<file path="config.mk">
export PLATFORM = sky130hd
export DESIGN_NAME = lru_state_table
export DESIGN_NICKNAME = d
export VERILOG_FILES = /design/src/rtl/lru_state_table.sv
export SDC_FILE = /design/constraint.sdc
export NUM_CORES = 1
export LEC_CHECK = 0
export CAP_MARGIN = 0
export CORE_AREA = 4 4 41 43
export DETAILED_ROUTE_END_ITERATION = 7
export DIE_AREA = 0 0 45 47
export PLACE_DENSITY = 0.8
export SYNTH_ARGS = -nofsm -noshare
export SYNTH_HDL_FRONTEND = slang
export SYNTH_SLANG_ARGS = --single-unit
</file>
<file path="constraint.sdc">
create_clock -name clock -period 3 [get_ports clock]
set_input_delay 0.9 -clock clock [delete_from_list [all_inputs] [get_ports clock]]
set_output_delay 0.9 -clock clock [all_outputs]
set_load 0.05 [all_outputs]
</file>
<file path="src/rtl/lru_state_table.sv">
// ============================================================================
// Module      : lru_state_table
// Description : Per-set 2-bit LRU storage for a 2-way set-associative cache,
//               with a one-set-per-cycle flush sequencer.
// Revision    : 1.0 - initial release
// ============================================================================
`default_nettype none

module lru_state_table #(
    parameter int INDEX_WIDTH = 2,
    parameter int NUM_SETS    = 2**INDEX_WIDTH
) (
    input  logic                   clock,
    input  logic                   reset,
    input  logic [INDEX_WIDTH-1:0] rd_index,
    output logic [1:0]             current_lru,
    input  logic                   access_valid,
    input  logic [INDEX_WIDTH-1:0] access_index,
    input  logic                   access_way,
    input  logic                   flush_req,
    output logic                   busy,
    output logic                   flush_done
);

    localparam logic [INDEX_WIDTH-1:0] C_LAST_SET = INDEX_WIDTH'(NUM_SETS - 1);

    typedef enum logic [0:0] {
        ST_IDLE  = 1'b0,
        ST_FLUSH = 1'b1
    } state_t;

    state_t                 r_state;
    logic [INDEX_WIDTH-1:0] r_ptr;
    logic                   r_busy;
    logic                   r_flush_done;
    logic [1:0]             r_lru [NUM_SETS];
    logic [1:0]             w_access_word;

    // One-hot MRU encoding: the accessed way's bit is the only one set.
    assign w_access_word = access_way ? 2'b10 : 2'b01;

    // Read returns the value stored at the start of the cycle (no bypass).
    assign current_lru = r_lru[rd_index];
    assign busy        = r_busy;
    assign flush_done  = r_flush_done;

    always_ff @(posedge clock) begin
        if (reset) begin
            for (int i = 0; i < NUM_SETS; i++) begin
                r_lru[i] <= 2'b00;
            end
            r_state      <= ST_IDLE;
            r_ptr        <= '0;
            r_busy       <= 1'b0;
            r_flush_done <= 1'b0;
        end else begin
            r_flush_done <= 1'b0;
            case (r_state)
                ST_IDLE: begin
                    // An access coinciding with flush_req still lands; the walk clears it later.
                    if (access_valid) begin
                        r_lru[access_index] <= w_access_word;
                    end
                    if (flush_req) begin
                        r_state <= ST_FLUSH;
                        r_ptr   <= '0;
                        r_busy  <= 1'b1;
                    end
                end
                ST_FLUSH: begin
                    r_lru[r_ptr] <= 2'b00;
                    if (r_ptr == C_LAST_SET) begin
                        r_state      <= ST_IDLE;
                        r_ptr        <= '0;
                        r_busy       <= 1'b0;
                        r_flush_done <= 1'b1;
                    end else begin
                        r_ptr <= r_ptr + 1'b1;
                    end
                end
                default: begin
                    r_state <= ST_IDLE;
                    r_busy  <= 1'b0;
                end
            endcase
        end
    end

endmodule

`default_nettype wire

</file>
==> results.md <==
| Group | Quantity | Reported |
| --- | --- | --- |
| global routing | Largest net degree at the start of global routing | 14 |
| drt | Routed metal-1 wirelength | 461 µm |
| yosys | Cells after Synth | 57 |
| min path | Min-delay src | busy |
| die | Cell Rows | 13 |
| cts | Number of levels in the clock H-tree | 1 |
| sta | Crit path time final | 2.80 ns |
| drt | Number of detailed-routing iterations run before antenna repair | 4 |
| critical path | Delay of the slowest cell on the worst path | 0.50 ns |
| die | Height of the die | 47 µm |
| global routing | Vias in the first global route | 453 |
| sta | Final-layout worst hold slack | 0.499 ns |
| min path | Worst min-delay path class | register to register |
| yosys | Most instantiated flip-flop cell in the synthesis netlist | edfxtp_1 |
| cts | Inserted Clock Buffers | 3 |
| min path | Hold path depth | 2 |
| yosys | Number of flops mapped to enable cells by yosys | 8 |
| drt | Top Metal Used | met4 |
| power and ir drop | LEAKAGE | 0.000308 µW |
| sta | RSZ-0062 raised after global routing | false |
| critical path | Critical path, cell by cell | clkdlybuf4s50_1 -> mux4_2 -> buf_4 |
| global routing | Total congestion overflow | 0 |
| yosys | Yosys Warn Count | 0 |
| placement | # port buffers | 12 |
| cells and area | End-of-flow core utilization | 0.608 |
| critical path | Kind of start point of the critical path | input pin |
| yosys | Net Count, Synth | 67 |
| cts | # Post-CTS Setup Buffers | 0 |
| power and ir drop | P per Cell Area | 488 nW/µm² |
| cells and area | Share of layout cells above drive strength 1 | 0.155 |
| yosys | Share of flip-flops with an asynchronous set or reset after synthesis | 0 |
| min path | Capture endpoint of the worst hold path | busy |
| sta | Transition at the pin with the smallest max-transition slack | 0.499 ns |
| cts | CTS tree | yes |
| critical path | Critical R2R Launch | r_state |
| yosys | Biggest area consumer among synthesized cells | edfxtp_1 |
| cells and area | Area overhead of the layout relative to synthesis | 23.4% |
| drt | Wire length on met2 | 545 µm |
| die | Die outline area | 2120 µm² |
| placement | Dpl hpwl | 861 µm |
| drt | Post-route DRC | 0 |
| placement | Routability Congestion | 0.815 |
| die | Die span in x | 45 µm |
| cells and area | N_diodes | 0 |
| critical path | Path depth of the worst reg2reg path | 3 |
| cts | Clock root buffer master | clkbuf_4 |
| yosys | Largest cells by area after synthesis | edfxtp_1 38%, dfxtp_1 16%, mux4_2 7.0% |
| run | Maximum capacitance violations | 0 |
| yosys | Post-synth cell types | 22 |
| cts | Sinks on Clock Net | 13 |
| sta | Share of the cycle needed by the critical path after routing | 0.932 |
| critical path | Critical path peak fanout | 2 |
| drt | Final wirelength | 1110 µm |
| die | Starting density of the core | 0.492 |
| global routing | Antenna violations before repair | 0 |
| critical path | Critical setup path kind | input pin to output port |
| sta | Clock Skews | 0.00515 ns |
| sta | F_max | 0.358 GHz |
| yosys | Register bit count reported by yosys | 13 |
| cts | Clock-pin slew on the worst setup and hold paths | 0.07 ns |
| global routing | First-pass GRT wire length | 1820 µm |
| drt | Wire per inst | 12.8 µm |
| sta | Final setup violating endpoints | 0 |
| status | Outcome | complete, no violations |
| cts | Clock latency reported for the late side of the worst-skew pair | 0.28 ns |
| critical path | Critical register-to-register path endpoint | r_lru[3][1] |
| cts | Number of buffers on the longest clock path | 2 |
| drt | Met3 wirelength from detailed routing | 72 µm |
| drt | ANT nets after route | 0 |
| critical path | R2r setup slk | 1.41 ns |
| critical path | Data required, critical path | 2.10 ns |
| critical path | Critical path endpoint category | output port |
| yosys | Synth top area share | 0.375 |
| global routing | All-layer global routing usage | 0.123 |
| die | Placeable core region | 1300 µm² |
| yosys | Share of the yosys chip area belonging to registers | 0.531 |
| power and ir drop | Maximum resistive drop on vdd | 0.277 mV |
| sta | Fin. Hold Viols | 0 |
| die | Ports placed on the boundary | 13 |
| critical path | Data arrival time at the worst-slack endpoint | 1.90 ns |
| critical path | Cell family with most CP delay | buffers and inverters |
| sta | Slew Limit Fails | 0 |
| yosys | Cell area after synthesis | 641 µm² |
| critical path | Critical path buffer and inverter count | 2 |
| sta | Worst rel slew slack | 0.666 |
| drt | Vias after detailed routing | 457 |
| drt | DRC violation total after the first TritonRoute iteration | 12 |
| cells and area | Nets@finish | 82 |
| drt | Detail-routed via count per cell | 5.31 |
| yosys | Post-synthesis average cell area | 11.2 µm² |
| critical path | CP max-delay cell | clkdlybuf4s50_1 |
how the worst max path moves through the flow:
| stage | to | slack, ns | cells after the start | from |
|---|---|---|---|---|
| 3_5_place_dp | current_lru[1] | -0.06 | 3 | rd_index[0] |
| 6_report | current_lru[0] | 0.20 | 3 | rd_index[1] |
| 2_1_floorplan | current_lru[0] | 0.57 | 1 | rd_index[0] |
| 3_3_place_gp | current_lru[1] | -0.03 | 3 | rd_index[0] |
| 5_1_grt | current_lru[0] | 0.18 | 3 | rd_index[1] |
| 4_1_cts | current_lru[0] | 0.20 | 3 | rd_index[1] |
synth_stat cells, types with 2 or more instances:
master and number:
edfxtp_1 8, nor2_1 8, a21oi_1 6, dfxtp_1 5
inv_1 5, nor2b_1 4, nor3b_1 3, mux4_2 2
nor3_2 2, o21ai_0 2
metal layers:
metal | vias to the layer above | track usage
met4 | 0 | 0.0702
met3 | 5 | 0.0383
met5 | - | 0
met1 | 205 | 0.123
li1 | 232 | -
met2 | 15 | 0.226
flip-flops by register name (all words and copies together), names as in the netlist:
name	flops
r_lru	8
flush_done	1
r_ptr	2
busy	1
r_state	1
metrics by stage:
step | area (µm²) | setup WS (ns) | cells | TNS [ns] | total power [µW]
5_1_grt | 791 | 0.180 | 86 | 0 | 403
4_1_cts | 791 | 0.201 | 86 | 0 | 386
2_1_floorplan | 641 | 0.565 | 57 | 0 | 257
3_3_place_gp | 762 | -0.0297 | 82 | -0.0587 | 281
3_5_place_dp | 762 | -0.0573 | 82 | -0.101 | 283
6_report | 791 | 0.204 | 86 | 0 | 386
worst min-delay path: stages, from the launching register on:
cell and delay, ns:
dfxtp_1 0.34, a21oi_1 0.06, nor2_1 0.07
layout by cell type (no fill, tap or decap):
cell and instances:
a21oi_1 6, a221o_1 1, a221oi_2 1, buf_4 1, buf_6 1, clkbuf_1 1, clkbuf_4 3, clkdlybuf4s50_1 9
dfxtp_1 5, dlygate4sd2_1 1, edfxtp_1 8, ha_1 1, inv_1 5, mux4_2 2, nand2_1 1, nand2b_1 1
nand3_1 1, nand3b_1 1, nor2_1 8, nor2b_1 4, nor3_1 1, nor3_2 2, nor3b_1 3, o21ai_0 2
o21ba_1 1, or3_4 1
logic make-up (layout without fill, tap and decap cells):
group | after synthesis | after routing | share of synthesized area
simple gates | 23 | 23 | 0.213
flops | 13 | 13 | 0.531
compound gates | 11 | 11 | 0.117
buf+inv | 7 | 21 | 0.0488
mux | 2 | 2 | 0.0703
fa+ha+maj | 1 | 1 | 0.0195
timing repair:
action | in CTS | in global routing
gates resized for setup | 2 | 0
endpoints found under the setup margin | 2 | 0
hold buffers | 0 | 0
report_power, final:
part / total, µW / switching, µW / internal (µW)
logic: 70.5 / 39.1 / 31.4
clock network: 107 / 55.0 / 51.6
registers: 209 / 7.37 / 202
area by class of cell:
cell class | count | area [µm²]
Tap cell | 15 | 18.8
Inverter | 5 | 18.8
Sequential cell | 13 | 340
Fill cell | 121 | 510
Multi-Input combinational cell | 37 | 269
Clock buffer | 4 | 26.3
Timing Repair Buffer | 12 | 118
(Power assumes the default switching activity.)
